==> src/rtl/frame_capture_buffer.sv <==
// frame_capture_buffer: decimate a pixel stream, queue kept pixels, share one SPRAM between capture writes and display reads
module frame_capture_buffer #(
    parameter int PIX_W      = 16,
    parameter int IN_W       = 640,
    parameter int IN_H       = 480,
    parameter int DECIM      = 4,
    parameter int ADDR_W     = 14,
    parameter int FIFO_DEPTH = 8
) (
    input  logic              clk,
    input  logic              rst_n,
    input  logic              frame_start,
    input  logic              pix_valid,
    input  logic [PIX_W-1:0]  pix_data,
    input  logic              rd_req,
    input  logic [ADDR_W-1:0] rd_addr,
    output logic              rd_valid,
    output logic [PIX_W-1:0]  rd_data,
    output logic [ADDR_W-1:0] ram_addr,
    output logic [15:0]       ram_wdata,
    output logic              ram_wren,
    input  logic [15:0]       ram_rdata,
    output logic              overflow,
    output logic [7:0]        frame_count
);
    localparam int XW = $clog2(IN_W + 1);
    localparam int YW = $clog2(IN_H + 1);
    localparam int FW = $clog2(FIFO_DEPTH);
    localparam logic [XW-1:0] X_MASK = XW'(DECIM - 1);
    localparam logic [YW-1:0] Y_MASK = YW'(DECIM - 1);
    localparam logic [XW-1:0] X_LAST = XW'(IN_W - 1);
    localparam logic [YW-1:0] Y_END  = YW'(IN_H);

    logic [XW-1:0]           x, x_cur, x_next;
    logic [YW-1:0]           y, y_cur, y_next;
    logic [ADDR_W:0]         wr_ptr, ptr_cur;
    logic                    keep, room, push, pop, drop;
    logic [FW:0]             head, tail;
    logic                    fifo_full, fifo_empty;
    logic [ADDR_W+PIX_W-1:0] fifo_mem [FIFO_DEPTH];
    logic [ADDR_W+PIX_W-1:0] head_entry;
    logic                    rd_p1, rd_p2;

    // A frame_start pixel is treated as pixel (0,0) of the new frame, so decode from restarted counters
    always_comb begin
        x_cur      = frame_start ? '0 : x;
        y_cur      = frame_start ? '0 : y;
        ptr_cur    = frame_start ? '0 : wr_ptr;
        x_next     = (x_cur == X_LAST) ? '0 : x_cur + 1'b1;
        y_next     = (x_cur == X_LAST && y_cur != Y_END) ? y_cur + 1'b1 : y_cur;
        keep       = pix_valid && ((x_cur & X_MASK) == '0) && ((y_cur & Y_MASK) == '0) && (y_cur < Y_END);
        room       = !ptr_cur[ADDR_W];
        fifo_empty = (head == tail);
        fifo_full  = ((head ^ tail) == {1'b1, {FW{1'b0}}});
        pop        = !rd_req && !fifo_empty;
        push       = keep && room && (!fifo_full || pop);
        drop       = keep && room && fifo_full && !pop;
        head_entry = fifo_mem[head[FW-1:0]];
    end

    // Raster position and write pointer; dropped pixels still advance the pointer to keep geometry
    always_ff @(posedge clk or negedge rst_n) begin
        if (!rst_n) begin
            x      <= '0;
            y      <= '0;
            wr_ptr <= '0;
        end else begin
            x      <= pix_valid ? x_next : x_cur;
            y      <= pix_valid ? y_next : y_cur;
            wr_ptr <= (keep && room) ? ptr_cur + 1'b1 : ptr_cur;
        end
    end

    // FIFO storage holds {address, pixel}; contents are don't-care once pointers reset
    always_ff @(posedge clk) begin
        if (push)
            fifo_mem[tail[FW-1:0]] <= {ptr_cur[ADDR_W-1:0], pix_data};
    end

    // FIFO pointers; extra MSB distinguishes full from empty
    always_ff @(posedge clk or negedge rst_n) begin
        if (!rst_n) begin
            head <= '0;
            tail <= '0;
        end else begin
            if (push)
                tail <= tail + 1'b1;
            if (pop)
                head <= head + 1'b1;
        end
    end

    // SPRAM arbiter: display reads win, otherwise drain one queued write per cycle
    always_ff @(posedge clk or negedge rst_n) begin
        if (!rst_n) begin
            ram_addr  <= '0;
            ram_wdata <= '0;
            ram_wren  <= 1'b0;
        end else begin
            ram_wren <= pop;
            if (rd_req) begin
                ram_addr <= rd_addr;
            end else if (pop) begin
                ram_addr  <= head_entry[ADDR_W+PIX_W-1:PIX_W];
                ram_wdata <= 16'(head_entry[PIX_W-1:0]);
            end
        end
    end

    // Read return pipeline: address registered, SPRAM access, then capture of DATAOUT
    always_ff @(posedge clk or negedge rst_n) begin
        if (!rst_n) begin
            rd_p1    <= 1'b0;
            rd_p2    <= 1'b0;
            rd_valid <= 1'b0;
            rd_data  <= '0;
        end else begin
            rd_p1    <= rd_req;
            rd_p2    <= rd_p1;
            rd_valid <= rd_p2;
            if (rd_p2)
                rd_data <= ram_rdata[PIX_W-1:0];
        end
    end

    // Per-frame status: overflow sticky within a frame, frame counter wraps
    always_ff @(posedge clk or negedge rst_n) begin
        if (!rst_n) begin
            overflow    <= 1'b0;
            frame_count <= '0;
        end else begin
            overflow <= (frame_start ? 1'b0 : overflow) | drop;
            if (frame_start)
                frame_count <= frame_count + 8'd1;
        end
    end
endmodule
==> config.mk <==
export PLATFORM = sky130hd
export DESIGN_NAME = frame_capture_buffer
export DESIGN_NICKNAME = d
export VERILOG_FILES = /design/src/rtl/frame_capture_buffer.sv
export SDC_FILE = /design/constraint.sdc
export NUM_CORES = 1
export LEC_CHECK = 0
export BUFFER_PORTS_ARGS = -buffer_cell sky130_fd_sc_hd__buf_4
export CAP_MARGIN = 15
export CELL_PAD_IN_SITES_DETAIL_PLACEMENT = 0
export CELL_PAD_IN_SITES_GLOBAL_PLACEMENT = 1
export CORE_UTILIZATION = 51
export DETAILED_ROUTE_END_ITERATION = 8
export HOLD_SLACK_MARGIN = 0.12
export PLACE_DENSITY_LB_ADDON = 0.1
export SYNTH_ARGS = -nofsm -noshare
export SYNTH_HDL_FRONTEND = slang
export SYNTH_SLANG_ARGS = --single-unit
==> constraint.sdc <==
create_clock -name clk -period 7 [get_ports clk]
set_clock_uncertainty 0.2 [all_clocks]
set_input_delay 1.4 -clock clk [delete_from_list [all_inputs] [get_ports clk]]
set_output_delay 1.4 -clock clk [all_outputs]
set_load 0.005 [all_outputs]
=== Word level (Yosys, flattened, before mapping) ===
Memories as Yosys holds them, arrays and structs flattened.
Index checks and enable logic that the tools add are counted.

* Bits of input ports: 51
* Output and inout bits: 57
* Memories kept: 1
* Memory bits (writable): 240
* Bits in registers: 101

{| class="wikitable"
|+ Memory list
! name !! depth !! bits a word !! rd ports !! clocked after Yosys merged registers in !! wr ports !! RTL line !! source
|-
| fifo_mem || 8 || 30 || 1 || 0 || 1 || 40 || <nowiki>logic [ADDR_W+PIX_W-1:0] fifo_mem [FIFO_DEPTH];</nowiki>
|}

* Add/subtract/negate cells: 6
* Reduce and logical (&&, ||, !) cells: 19
* Bitwise gates (word level): 3
* Mux-type cells: 13
* Eq/ne operators: 4
* $lt $le $gt $ge: 1

{| class="wikitable"
|+ Operator list
! operator !! number
|-
| 10-bit two-way mux || 3
|-
| 15-bit two-way mux || 2
|-
| 14-bit two-way mux || 2
|-
| 9-bit two-way mux || 3
|-
| 15-bit by 1-bit adder with 15-bit output (second input constant) || 1
|-
| 10-bit by 1-bit adder with 10-bit output (second input constant) || 1
|-
| 10-bit == test (second input constant) || 1
|-
| 10-bit zero test || 1
|-
| 9-bit by 1-bit adder with 9-bit output (second input constant) || 1
|-
| 1-bit logical AND || 9
|-
| 9-bit zero test || 1
|-
| 9-bit < comparator (second input constant) || 1
|-
| 9-bit != test (second input constant) || 1
|-
| 4-bit by 1-bit adder with 4-bit output (second input constant) || 2
|-
| 8-bit by 1-bit adder with 8-bit output (second input constant) || 1
|-
| 1-bit zero test || 5
|-
| 4-bit == test || 1
|-
| 4-bit == test (second input constant) || 1
|-
| 4-bit XOR || 1
|-
| 1-bit two-way mux || 3
|-
| 2-bit AND reduction || 1
|-
| 2-bit nonzero test || 1
|-
| 1-bit logical OR || 1
|-
| 1-bit NOT || 1
|-
| 1-bit bitwise OR || 1
|}

=== Longest topological paths before layout ===
Gate-level depths: netlist of run 1.

* Depth in word-level cells: 9
* Depth in mapped cells: 9
* Gate-level depth less buffers: 7

=== Worst setup path before layout of run 1 ===
OpenSTA, ideal clock, no wires.

* Path kind: input to register
* Start: input port frame_start
* End: memory fifo_mem[2][0] in the netlist's numbering (enable)
* Data required time: 6.297 ns
* Data arrival time: 5.909 ns
* Path slack: 0.388 ns
* Stages: 8
* Buffers on the path: 3
* Path through: buf_4 -> clkbuf_1 -> clkbuf_1 -> nand2b_1 -> ha_1 -> and4_1 -> o211ai_4 -> nor4b_1

* Word-level cells in the longest chain between the ends: 9
* Elaborated cells on any way between the ends: 14

{| class="wikitable"
|+ RTL lines
! item !! RTL line !! source
|-
| from (decl) || 12 || <nowiki>input logic frame_start,</nowiki>
|-
| branches (longest 5 deep; another with 9-bit < comparator) || n/a ||
|-
| 1-bit logical AND * (2 in a row) || 56 || <nowiki>push = keep && room && (!fifo_full || pop);</nowiki>
|-
| 1-bit two-way mux * || 76 || <nowiki>if (push)</nowiki>
|-
| 1-bit two-way mux (not written as such) * || 77 || <nowiki>fifo_mem[tail[FW-1:0]] <= {ptr_cur[ADDR_W-1:0], pix_data};</nowiki>
|-
| to (decl) || 40 ||
|}

Mark *: on every way between the ends.

=== Worst setup path in the final report of run 1 ===
* Start: input port frame_start
* End: memory fifo_mem[5][18] in the netlist's numbering (enable)

The elaborated chain is that of the path after synthesis.

==> metrics, run 1 <==
Slowest cell on crit path=nor3b_2; fmax=around 240 MHz; EDFF count, synth=240; Seq/Total Area, Yosys=just over 70%; Primary FF master, synth=edfxtp_1; root buf cell=clkbuf_16; most frequent cell after synthesis=edfxtp_1; Synth Warn #=0; Routed Antenna Nets=0; GP Congestion=between 0.7 and 0.8; Worst setup SP type=input pin; Post-DP HPWL=roughly 16 mm; final hold vios=0; Critical Path, Cell by Cell=buf_4, nand2b_1, ha_1, and4_1, o211ai_4, or2_1, nor3b_2, buf_6, buf_4; post-cts sizing count=0; Routed WL=around 26 mm; worst path required time=roughly 7 ns; CTS Buf Count=37; crit path kind=input pin to flop; most used cell, CP=buf_4; Slew Viols, Final=0; Ports=108; synthesized flop and latch total=341; routed vias/inst=approximately 5.6; status=completed; syn avg cell area=between 15 and 20 µm²; synth unique cells=42; full die area=between 20,000 and 30,000 µm²; Clock transition at path regs=about 0.060 ns; Area Growth Syn to Fin=17.4%; global-route wire length before repair=between 40 and 50 mm; gr usage total=about 20%; Min Hold Slack=roughly 0.16 ns; clock sinks=~340; PnR worst setup slack=about 2.9 ns; CTS Buffer Depth=3; GR Overflow Total=0; largest cells by area after synthesis=edfxtp_1, dfrtp_1, mux4_2, mux2i_1, xnor2_1; Final Power=0.00592 W; initial antenna violation count=0; Power Density=373 nW/µm²; top-area cell type share of the netlist area=a little over half; Starting Density=between 50% and 60%; detailed-route DRC error count=0; grt met3 use=2.76%; met2 Use GR=a little over a third; Worst slew margin=around 28%; cells after synthesis=roughly 770; Post-Syn Nets=about 830; design area=~16,000 µm²; Crit. End Element=flop; fraction of layout cells with a size suffix above 1=between 20 and 30%; met1 Use GR=between 20% and 30%; total negative slack=0 ns; vias in the first global route=between 7,000 and 8,000; clock latency on the worst-skew pair=between 0.5 and 0.6 ns; Synth top cells by count=edfxtp_1, dfrtp_1, mux4_2; largest net degree at the start of global routing=between 70 and 80; critical-path maximum fanout=46; core area=roughly 26,000 µm²; global routing's busiest layer=met2; LEAKAGE=5.92 nW; Post CTS Setup Buffer Count=0; placed cell area=14,700 µm²; final period utilization=between 50% and 60%; Inserted Diodes=0; Worst-Margin Slew=roughly 1.1 ns; H-tree depth=2; Routed WL per cell=just over 20 µm; CTS tree=built; Pre-antenna DRT Iters=5; dominant cell type by area after synthesis=edfxtp_1; num rows=slightly below 60; Hold Crit Class=flop to flop; Period minus WS final=about 4 ns; endpoints failing setup=0; # hold bufs at CTS=0; Die Y=165 µm; worst vdd ir=~0.30 mV; pre-CTS setup slack=roughly 2 ns; vias after detailed routing=7,015; Largest stage delay, worst path=about 0.57 ns; async set-or-reset flop fraction in the synthesized netlist=29.6%; Synth Cell Area=13,500 µm²; max-cap violation count=0; unrepaired setup endpoints after global routing=no; die width=165 µm; first-iteration detailed-routing DRC count=between 400 and 500; Worst EP arrival=between 4 and 5 ns; port buffer count=around 110; Final #Nets=953
-- flip-flops by register name, summed over array words and instances, names as in the netlist --
signal	cells
fifo_mem	240
frame_count	8
head	4
overflow	1
ram_addr	14
ram_wdata	16
ram_wren	1
rd_data	16
rd_p1	1
rd_p2	1
rd_valid	1
tail	4
wr_ptr	15
x	10
y	9
-- per-stage QoR --
| stage | instances | util, % |
|---|---|---|
| 6_report | 1258 | 60.9 |
| 5_1_grt | 1258 | 60.9 |
| 2_1_floorplan | 769 | - |
| 4_1_cts | 1256 | 60.8 |
| 3_5_place_dp | 1189 | 56.5 |
| 3_3_place_gp | 1189 | 56.5 |
-- critical path, delay by kind of cell --
kind	cells	cell delay (ns)
simple gates	4	1.40
buf+inv	3	0.90
fa+ha+maj	1	0.20
compound gates	1	0.17
-- final cells by class --
| cell class | count | area, µm² |
|---|---|---|
| clock buffer | 54 | 1040 |
| clock inverter | 13 | 70.1 |
| fill | 1959 | 10200 |
| inverter | 7 | 26.3 |
| multi-input combinational | 382 | 3610 |
| sequential | 341 | 9740 |
| tap | 335 | 419 |
| timing repair buffer | 126 | 953 |
-- logic make-up after synthesis --
| kind of cell | share of synthesized area [%] |
|---|---|
| AOI/OAI and AO/OA | 2.00 |
| xor gates and xnor gates | 2.79 |
| adders and majority gates | 0.648 |
| buffers and inverters | 1.58 |
| DFF | 72.0 |
| muxes | 14.2 |
| and+or+nand+nor | 6.71 |
-- layer usage --
layer | up-vias | routed length, µm
li1 | 3202 | -
met1 | 3630 | 10900
met2 | 139 | 13300
met3 | 44 | 993
met4 | 0 | 456
met5 | - | 0
-- where the power goes --
group          total (W)  internal [W]  leakage, nW  switching (W)
Sequential       0.00262       0.00247         3.47       0.000144
Combinational    0.00153      0.000767         1.90       0.000767
Clock            0.00177       0.00104        0.541       0.000734
Total            0.00592       0.00427         5.92        0.00165
-- layout by cell type (no fill, tap or decap), drive strengths merged, types with 6 or more instances in the layout --
| cell | n |
|---|---|
| xor2 | 15 |
| inv | 8 |
| dfrtp | 101 |
| mux2 | 22 |
| and4 | 6 |
| ha | 7 |
| a21oi | 17 |
| nand2 | 45 |
| nand4 | 11 |
| xnor2 | 28 |
| buf | 126 |
| edfxtp | 240 |
| o21ai | 31 |
| nor3 | 8 |
| nand2b | 9 |
| nand3 | 12 |
| mux2i | 32 |
| mux4 | 60 |
| clkbuf | 54 |
| nor2b | 19 |
| nor2 | 33 |
| clkinv | 10 |
-- path summary, 6_finish.rpt --
check                                   to         from  slack (ns)  cells after the start
max                        fifo_mem[5][18]  frame_start        2.89                      9
min                                  rd_p2        rd_p1        0.16                      0
max reg2reg                fifo_mem[5][18]      head[1]        3.28                      8
min reg2reg                          rd_p2        rd_p1        0.16                      0
max in group asynchronous          head[0]        rst_n        4.61                      2
min in group asynchronous     ram_wdata[1]        rst_n        0.64                      1
No activity file was read; power rests on OpenSTA's default activity.
==> run 2, diff against run 1 <==
--- a/config.mk
+++ b/config.mk
@@ -5,11 +5,12 @@
 export SDC_FILE = /design/constraint.sdc
 export NUM_CORES = 1
 export LEC_CHECK = 0
+export ABC_AREA = 1
 export BUFFER_PORTS_ARGS = -buffer_cell sky130_fd_sc_hd__buf_4
 export CAP_MARGIN = 15
 export CELL_PAD_IN_SITES_DETAIL_PLACEMENT = 0
 export CELL_PAD_IN_SITES_GLOBAL_PLACEMENT = 1
-export CORE_UTILIZATION = 51
+export CORE_UTILIZATION = 48
 export DETAILED_ROUTE_END_ITERATION = 8
 export HOLD_SLACK_MARGIN = 0.12
 export PLACE_DENSITY_LB_ADDON = 0.1
==> constraint.sdc (replaced) <==
create_clock -name clk -period 3.8 [get_ports clk]
set_clock_uncertainty 0.2 [all_clocks]
set_input_delay 0.76 -clock clk [delete_from_list [all_inputs] [get_ports clk]]
set_output_delay 0.76 -clock clk [all_outputs]
set_load 0.005 [all_outputs]
==> run 2 against run 1 <==
Non-clock buffer count increased by 9. Clock power is 100% higher. Global-route usage increased by 1.0 points. First-iteration DRC count rose by 66%. Synthesized cell count rose by 66%. Worst setup slack worse by 1.9 ns. Critical path type unchanged. Via count increased by 34%. Sequential power grew 84%. Combinational power increased by 120%. Hold slack got worse by 0.0034 ns. Clock-buffer cell count up 1. Die area grew 13%.
==> metrics, run 2 <==
Routed WL=31.4 mm (was 25.7 mm); largest cells by area after synthesis=edfxtp_1, dfrtp_1, nand2_1, nor2_1, o21ai_0 (was edfxtp_1, dfrtp_1, mux4_2, mux2i_1, xnor2_1); pre-CTS setup slack=0.434 ns (was 1.99 ns); # hold bufs at CTS=0 (unchanged); most frequent cells in the layout=nand2_1, edfxtp_1, nor2_1 (was edfxtp_1, buf_4, dfrtp_1); Largest register FFs=240 (unchanged); LEAKAGE=6.77 nW (was 5.92 nW); Worst EP arrival=2.78 ns (was 4.09 ns); Period minus WS final=~2.8 ns; synth unique cells=37 (was 42); clock sinks=341 (unchanged); Starting Density=48.7% (was 51.9%); Worst slew margin=38.5% (was 27.8%); critical-path maximum fanout=23 (was 46); Clock transition at path regs=0.06 ns (about the same); Inserted Diodes=0 (unchanged); reg2reg path depth=10 (was 8); endpoints failing setup=0 (unchanged); Post CTS Setup Buffer Count=0 (unchanged); core area=29,600 µm² (was 26,100 µm²); Synth top cells by count=nand2_1, edfxtp_1, nor2_1 (was edfxtp_1, dfrtp_1, mux4_2); initial antenna violation count=0 (unchanged); die width=175 µm (was 165 µm); largest net degree at the start of global routing=74 (was 75); Routed WL per cell=17.4 µm (was 20.4 µm); Hold Crit Class=flop to flop (unchanged); global-route wire length before repair=49.7 mm (was 40.8 mm); non-filler cells, final=1,802 (was 1,258); routed vias/inst=5.21 (was 5.58); hold path cells=0 (unchanged); CTS Buffer Depth=3 (unchanged); Crit. End Element=flop (unchanged); PnR worst setup slack=1.00 ns (was 2.89 ns); root buf cell=clkbuf_16 (unchanged); full die area=30,700 µm² (was 27,200 µm²); post-cts sizing count=0 (unchanged); worst path required time=3.78 ns (was 6.98 ns); Synth Warn #=0 (unchanged); CTS Buf Count=37 (unchanged); Die Y=175 µm (was 165 µm); Post-DP HPWL=18.7 mm (was 15.5 mm); vias in the first global route=9,079 (was 7,411); max-cap violation count=0 (unchanged); synthesized flop and latch total=341 (unchanged); total negative slack=0 ns (unchanged); first-iteration detailed-routing DRC count=729 (was 438); Ports=108 (unchanged); fmax=357 MHz; crit path kind=input pin to flop (unchanged); Worst setup SP type=input pin (unchanged); Routed Antenna Nets=0 (unchanged); GR Overflow Total=0 (unchanged); Core Util, Final=57.2% (was 60.9%); vias after detailed routing=9,387 (was 7,015); dominant cell type by area after synthesis=edfxtp_1 (unchanged); Synth Cell Area=14,400 µm² (was 13,500 µm²); H-tree depth=2 (unchanged); fraction of layout cells with a size suffix above 1=18.8% (was 29.9%); placed insts=1,734 (was 1,189); gr usage total=21.0% (was 20.0%); WL met2=14.4 mm (was 13.3 mm); commonest non-fill, non-tap cell in the layout=nand2_1 (was edfxtp_1); clock latency on the worst-skew pair=0.52 ns (was 0.51 ns); detailed-route DRC error count=0 (unchanged); Seq/Total Area, Yosys=67.6% (was 72.0%); R2R setup slack=1.05 ns (was 3.28 ns); worst vdd ir=0.355 mV (was 0.297 mV); Primary FF master, synth=edfxtp_1 (unchanged); Final #Nets=1,441 (was 953); port buffer count=107 (unchanged); EDFF count, synth=240 (unchanged); cells after synthesis=1,273 (was 769); Slew Viols, Final=0 (unchanged); Pre-antenna DRT Iters=5 (unchanged); final period utilization=between 70% and 80%; status=completed (unchanged); WL met3=1.60 mm (was 993 µm); async set-or-reset flop fraction in the synthesized netlist=29.6% (unchanged); num rows=63 (was 59); final hold vios=0 (unchanged); uppermost layer routed=met4 (unchanged); GP Congestion=0.795 (was 0.777); Final Power=0.0117 W (was 0.00592 W); unrepaired setup endpoints after global routing=no (unchanged); wl on met1=14.8 mm (was 10.9 mm); top-area cell type share of the netlist area=50.1% (was 53.3%); Post-Syn Nets=1,331 (was 827); CTS tree=built (unchanged); Worst-Margin Slew=0.922 ns (was 1.08 ns); Area Growth Syn to Fin=17.5% (was 17.4%); most frequent cell after synthesis=nand2_1 (was edfxtp_1); Power Density=694 nW/µm² (was 373 nW/µm²); syn avg cell area=11.3 µm² (was 17.6 µm²)
[run 2: layer usage]
layer	up-vias	GRT usage, %
met3	44	2.89
met1	4532	30.9
li1	4586	-
met5	-	0
met4	0	5.11
met2	225	33.0
[run 2: critical path, cell delays in order]
cell	delay, ns
buf_4	0.16
inv_4	0.14
nand2_2	0.15
ha_1	0.18
nand3_1	0.10
a21oi_1	0.19
nand2_2	0.10
inv_2	0.06
nand3_1	0.33
nor3_4	0.25
buf_4	0.34
[run 2: cell type report]
| class | instances | area (µm²) |
|---|---|---|
| Tap cell | 390 | 488 |
| Fill cell | 2434 | 12600 |
| Timing Repair Buffer | 135 | 1060 |
| Sequential cell | 341 | 9740 |
| Multi-Input combinational cell | 793 | 4080 |
| Clock buffer | 55 | 1110 |
| Clock inverter | 13 | 143 |
| Inverter | 75 | 289 |
[run 2: cell families (layout without fill, tap and decap cells)]
| logic type | count (synthesis) | after routing | share of synthesized area (%) |
|---|---|---|---|
| AO/OA/AOI/OAI | 195 | 195 | 7.55 |
| XOR/XNOR | 26 | 26 | 1.63 |
| adder cells (fa/ha/maj) | 7 | 7 | 0.608 |
| buffers and inverters | 139 | 278 | 4.45 |
| flip-flops | 341 | 341 | 67.6 |
| multiplexers | 16 | 16 | 1.25 |
| AND/OR/NAND/NOR | 549 | 549 | 16.9 |
[run 2: stage by stage]
stage / hold WS [ns] / cell area [µm²]
finish: 0.153 / 16900
global route: 0.159 / 16900
CTS: 0.156 / 16900
detailed placement: 0.143 / 15700
global placement: 0.134 / 15700
floorplan: 0.131 / 14400
[run 2: where the power goes]
part           switching [W]  internal (W)
clock                0.00140       0.00222
combinational        0.00213       0.00116
sequential          0.000308       0.00452
total                0.00384       0.00790
[run 2: path summary, 6_finish.rpt]
path	endpoint	start
worst max register to register	ram_addr[10]	head[0]
worst max-delay path	fifo_mem[6][16]	frame_start
max in group asynchronous	wr_ptr[8]	rst_n
min in group asynchronous	ram_wdata[5]	rst_n
worst min register to register	rd_p2	rd_p1
worst min-delay path	rd_p2	rd_p1
==> run 3, diff against run 2 <==
--- a/config.mk
+++ b/config.mk
@@ -10,7 +10,7 @@
 export CAP_MARGIN = 15
 export CELL_PAD_IN_SITES_DETAIL_PLACEMENT = 0
 export CELL_PAD_IN_SITES_GLOBAL_PLACEMENT = 1
-export CORE_UTILIZATION = 48
+export CORE_UTILIZATION = 44
 export DETAILED_ROUTE_END_ITERATION = 8
 export HOLD_SLACK_MARGIN = 0.12
 export PLACE_DENSITY_LB_ADDON = 0.1
==> constraint.sdc (replaced) <==
create_clock -name clk -period 2.5 [get_ports clk]
set_clock_uncertainty 0.2 [all_clocks]
set_input_delay 0.5 -clock clk [delete_from_list [all_inputs] [get_ports clk]]
set_output_delay 0.5 -clock clk [all_outputs]
set_load 0.005 [all_outputs]
==> run 3 against run 2 <==
Clock-buffer cell count fell by 4. Hold slack got worse by 0.0071 ns. Non-clock buffer count is 86 higher. Worst setup slack got worse by 0.81 ns. Total power rose by 53%. Largest power group unchanged. Highest routed layer unchanged.
==> metrics, run 3 (synthesis gave the netlist of run 2 again) <==
status=completed (unchanged); first-iteration detailed-routing DRC count=643 (was 729); Routed WL per cell=17.1 µm (was 17.4 µm); vias after detailed routing=9,755 (was 9,387); Pre-antenna DRT Iters=5 (unchanged); port buffer count=107 (unchanged); unrepaired setup endpoints after global routing=no (unchanged); vias in the first global route=9,685 (was 9,079); num rows=65 (was 63); final hold vios=0 (unchanged); endpoints failing setup=0 (unchanged); Crit. End Element=flop (unchanged); Period minus WS final=approximately 2.3 ns; Routed Antenna Nets=0 (unchanged); placed insts=1,816 (was 1,734); Clock transition at path regs=0.06 ns (about the same); Worst setup SP type=flop (was input pin); root buf cell=clkbuf_16 (unchanged); met1 Use GR=28.8% (was 30.9%); non-filler cells, final=1,935 (was 1,802); Slew Viols, Final=0 (unchanged); pre-CTS setup slack=-0.0736 ns (was 0.434 ns); hold path cells=0 (unchanged); crit path kind=flop to flop (was input pin to flop); commonest non-fill, non-tap cell in the layout=nand2_1 (unchanged); fillers=2,782 (was 2,434); worst vdd ir=0.615 mV (was 0.355 mV); final period utilization=between 90% and 100%; full die area=33,400 µm² (was 30,700 µm²); grt met3 use=3.04% (was 2.89%); Area Growth Syn to Fin=24.1% (was 17.5%); initial antenna violation count=0 (unchanged); Worst slew margin=57.8% (was 38.5%); Seq. cell area=9740 µm² (unchanged); Final #Nets=1,528 (was 1,441); die width=183 µm (was 175 µm); largest net degree at the start of global routing=127 (was 74); fmax=roughly 430 MHz; global routing's busiest layer=met2 (unchanged); global-route wire length before repair=53.3 mm (was 49.7 mm); LEAKAGE=7.18 nW (was 6.77 nW); Largest register FFs=240 (unchanged); routed vias/inst=5.04 (was 5.21); worst path required time=2.52 ns (was 3.78 ns); clock sinks=341 (unchanged); Min Hold Slack=0.146 ns (was 0.153 ns); GR Overflow Total=0 (unchanged); CTS tree=built (unchanged); Die Y=183 µm (was 175 µm); Power Density=1000 nW/µm² (was 694 nW/µm²); Inserted Diodes=0 (unchanged); H-tree depth=2 (unchanged); Ports=108 (unchanged); CTS Buf Count=38 (was 37); critical-path maximum fanout=14 (was 23); Worst EP arrival=2.33 ns (was 2.78 ns); Starting Density=45.2% (was 48.7%); met2 Use GR=33.7% (was 33.0%); footprint of the multi-input gates=4140 µm² (was 4080 µm²); most frequent cells in the layout=nand2_1, edfxtp_1, nor2_1 (unchanged); clock latency on the worst-skew pair=0.52 ns (about the same); Post-DP HPWL=20.7 mm (was 18.7 mm); CTS Buffer Depth=3 (unchanged); Hold Crit Class=flop to flop (unchanged); total negative slack=0 ns (unchanged); reg2reg path depth=12 (was 10); detailed-route DRC error count=0 (unchanged); fraction of layout cells with a size suffix above 1=20.5% (was 18.8%); Worst-Margin Slew=0.633 ns (was 0.922 ns); max-cap violation count=0 (unchanged); Routed WL=33.1 mm (was 31.4 mm); PnR worst setup slack=0.196 ns (was 1.00 ns); GP Congestion=0.790 (was 0.795); core area=31,900 µm² (was 29,600 µm²); gr usage total=20.5% (was 21.0%); post-cts sizing count=0 (unchanged)
[run 3: cell count changes in the layout (fill, tap and decap cells not counted), moves of 2 or more]
cell           delta
ha_4              +2
clkbuf_1          +3
nand3_1           -2
ha_1              -2
clkinv_2          +4
clkinv_1          +2
dlygate4sd3_1    +49
nand2_1           -2
buf_12           +11
clkbuf_8          -7
buf_4            +26
[run 3: repair_timing]
item                                   in CTS  in global routing
endpoints found under the hold margin     194                  0
buffers inserted                            0                  0
hold buffers                               49                  0
[run 3: metrics by stage]
step                instance area [µm²]  util (%)  power, W
finish                            17900      56.0    0.0179
global route                      17900      56.0    0.0190
CTS                               17900      56.0    0.0181
detailed placement                16200      50.8    0.0127
global placement                  16200      50.8    0.0127
floorplan                         14500         -    0.0107
[run 3: cell type report]
| cell class | count | area share, % |
|---|---|---|
| Multi-Input combinational cell | 793 | 23.2 |
| Inverter | 75 | 1.65 |
| Clock buffer | 51 | 5.71 |
| Tap cell | 435 | 3.05 |
| Timing Repair Buffer | 221 | 11.0 |
| Clock inverter | 19 | 0.896 |
| Sequential cell | 341 | 54.5 |
[run 3: layer usage]
layer	wire length, µm	share of wire [%]
met5	0	0
met1	15700	47
met2	15500	47
met4	501	1.5
met3	1470	4.4
[run 3: worst max-delay path: stages, from the launching register on]
cell and delay [ns]:
dfrtp_1 0.35, inv_1 0.09, nor2_4 0.04, inv_1 0.08
ha_4 0.13, nand3_2 0.07, a21oi_2 0.15, nand2_2 0.08
inv_2 0.16, nand3_4 0.10, buf_4 0.19, nor2_4 0.18
buf_12 0.18
[run 3: path summary, 6_finish.rpt]
path / start / to / slack (ns)
worst max-delay path: x[0] / fifo_mem[4][25] / 0.20
worst min-delay path: rd_p1 / rd_p2 / 0.15
worst max register to register: x[0] / fifo_mem[4][25] / 0.20
worst min register to register: rd_p1 / rd_p2 / 0.15
max in group asynchronous: rst_n / ram_wdata[14] / 1.12
min in group asynchronous: rst_n / ram_addr[1] / 0.31
[run 3: power by group]
group	switching, W	total (W)	internal, W	leakage (nW)
clock network	0.00216	0.00526	0.00310	0.583
logic	0.00341	0.00539	0.00199	3.11
registers	0.000382	0.00725	0.00687	3.49
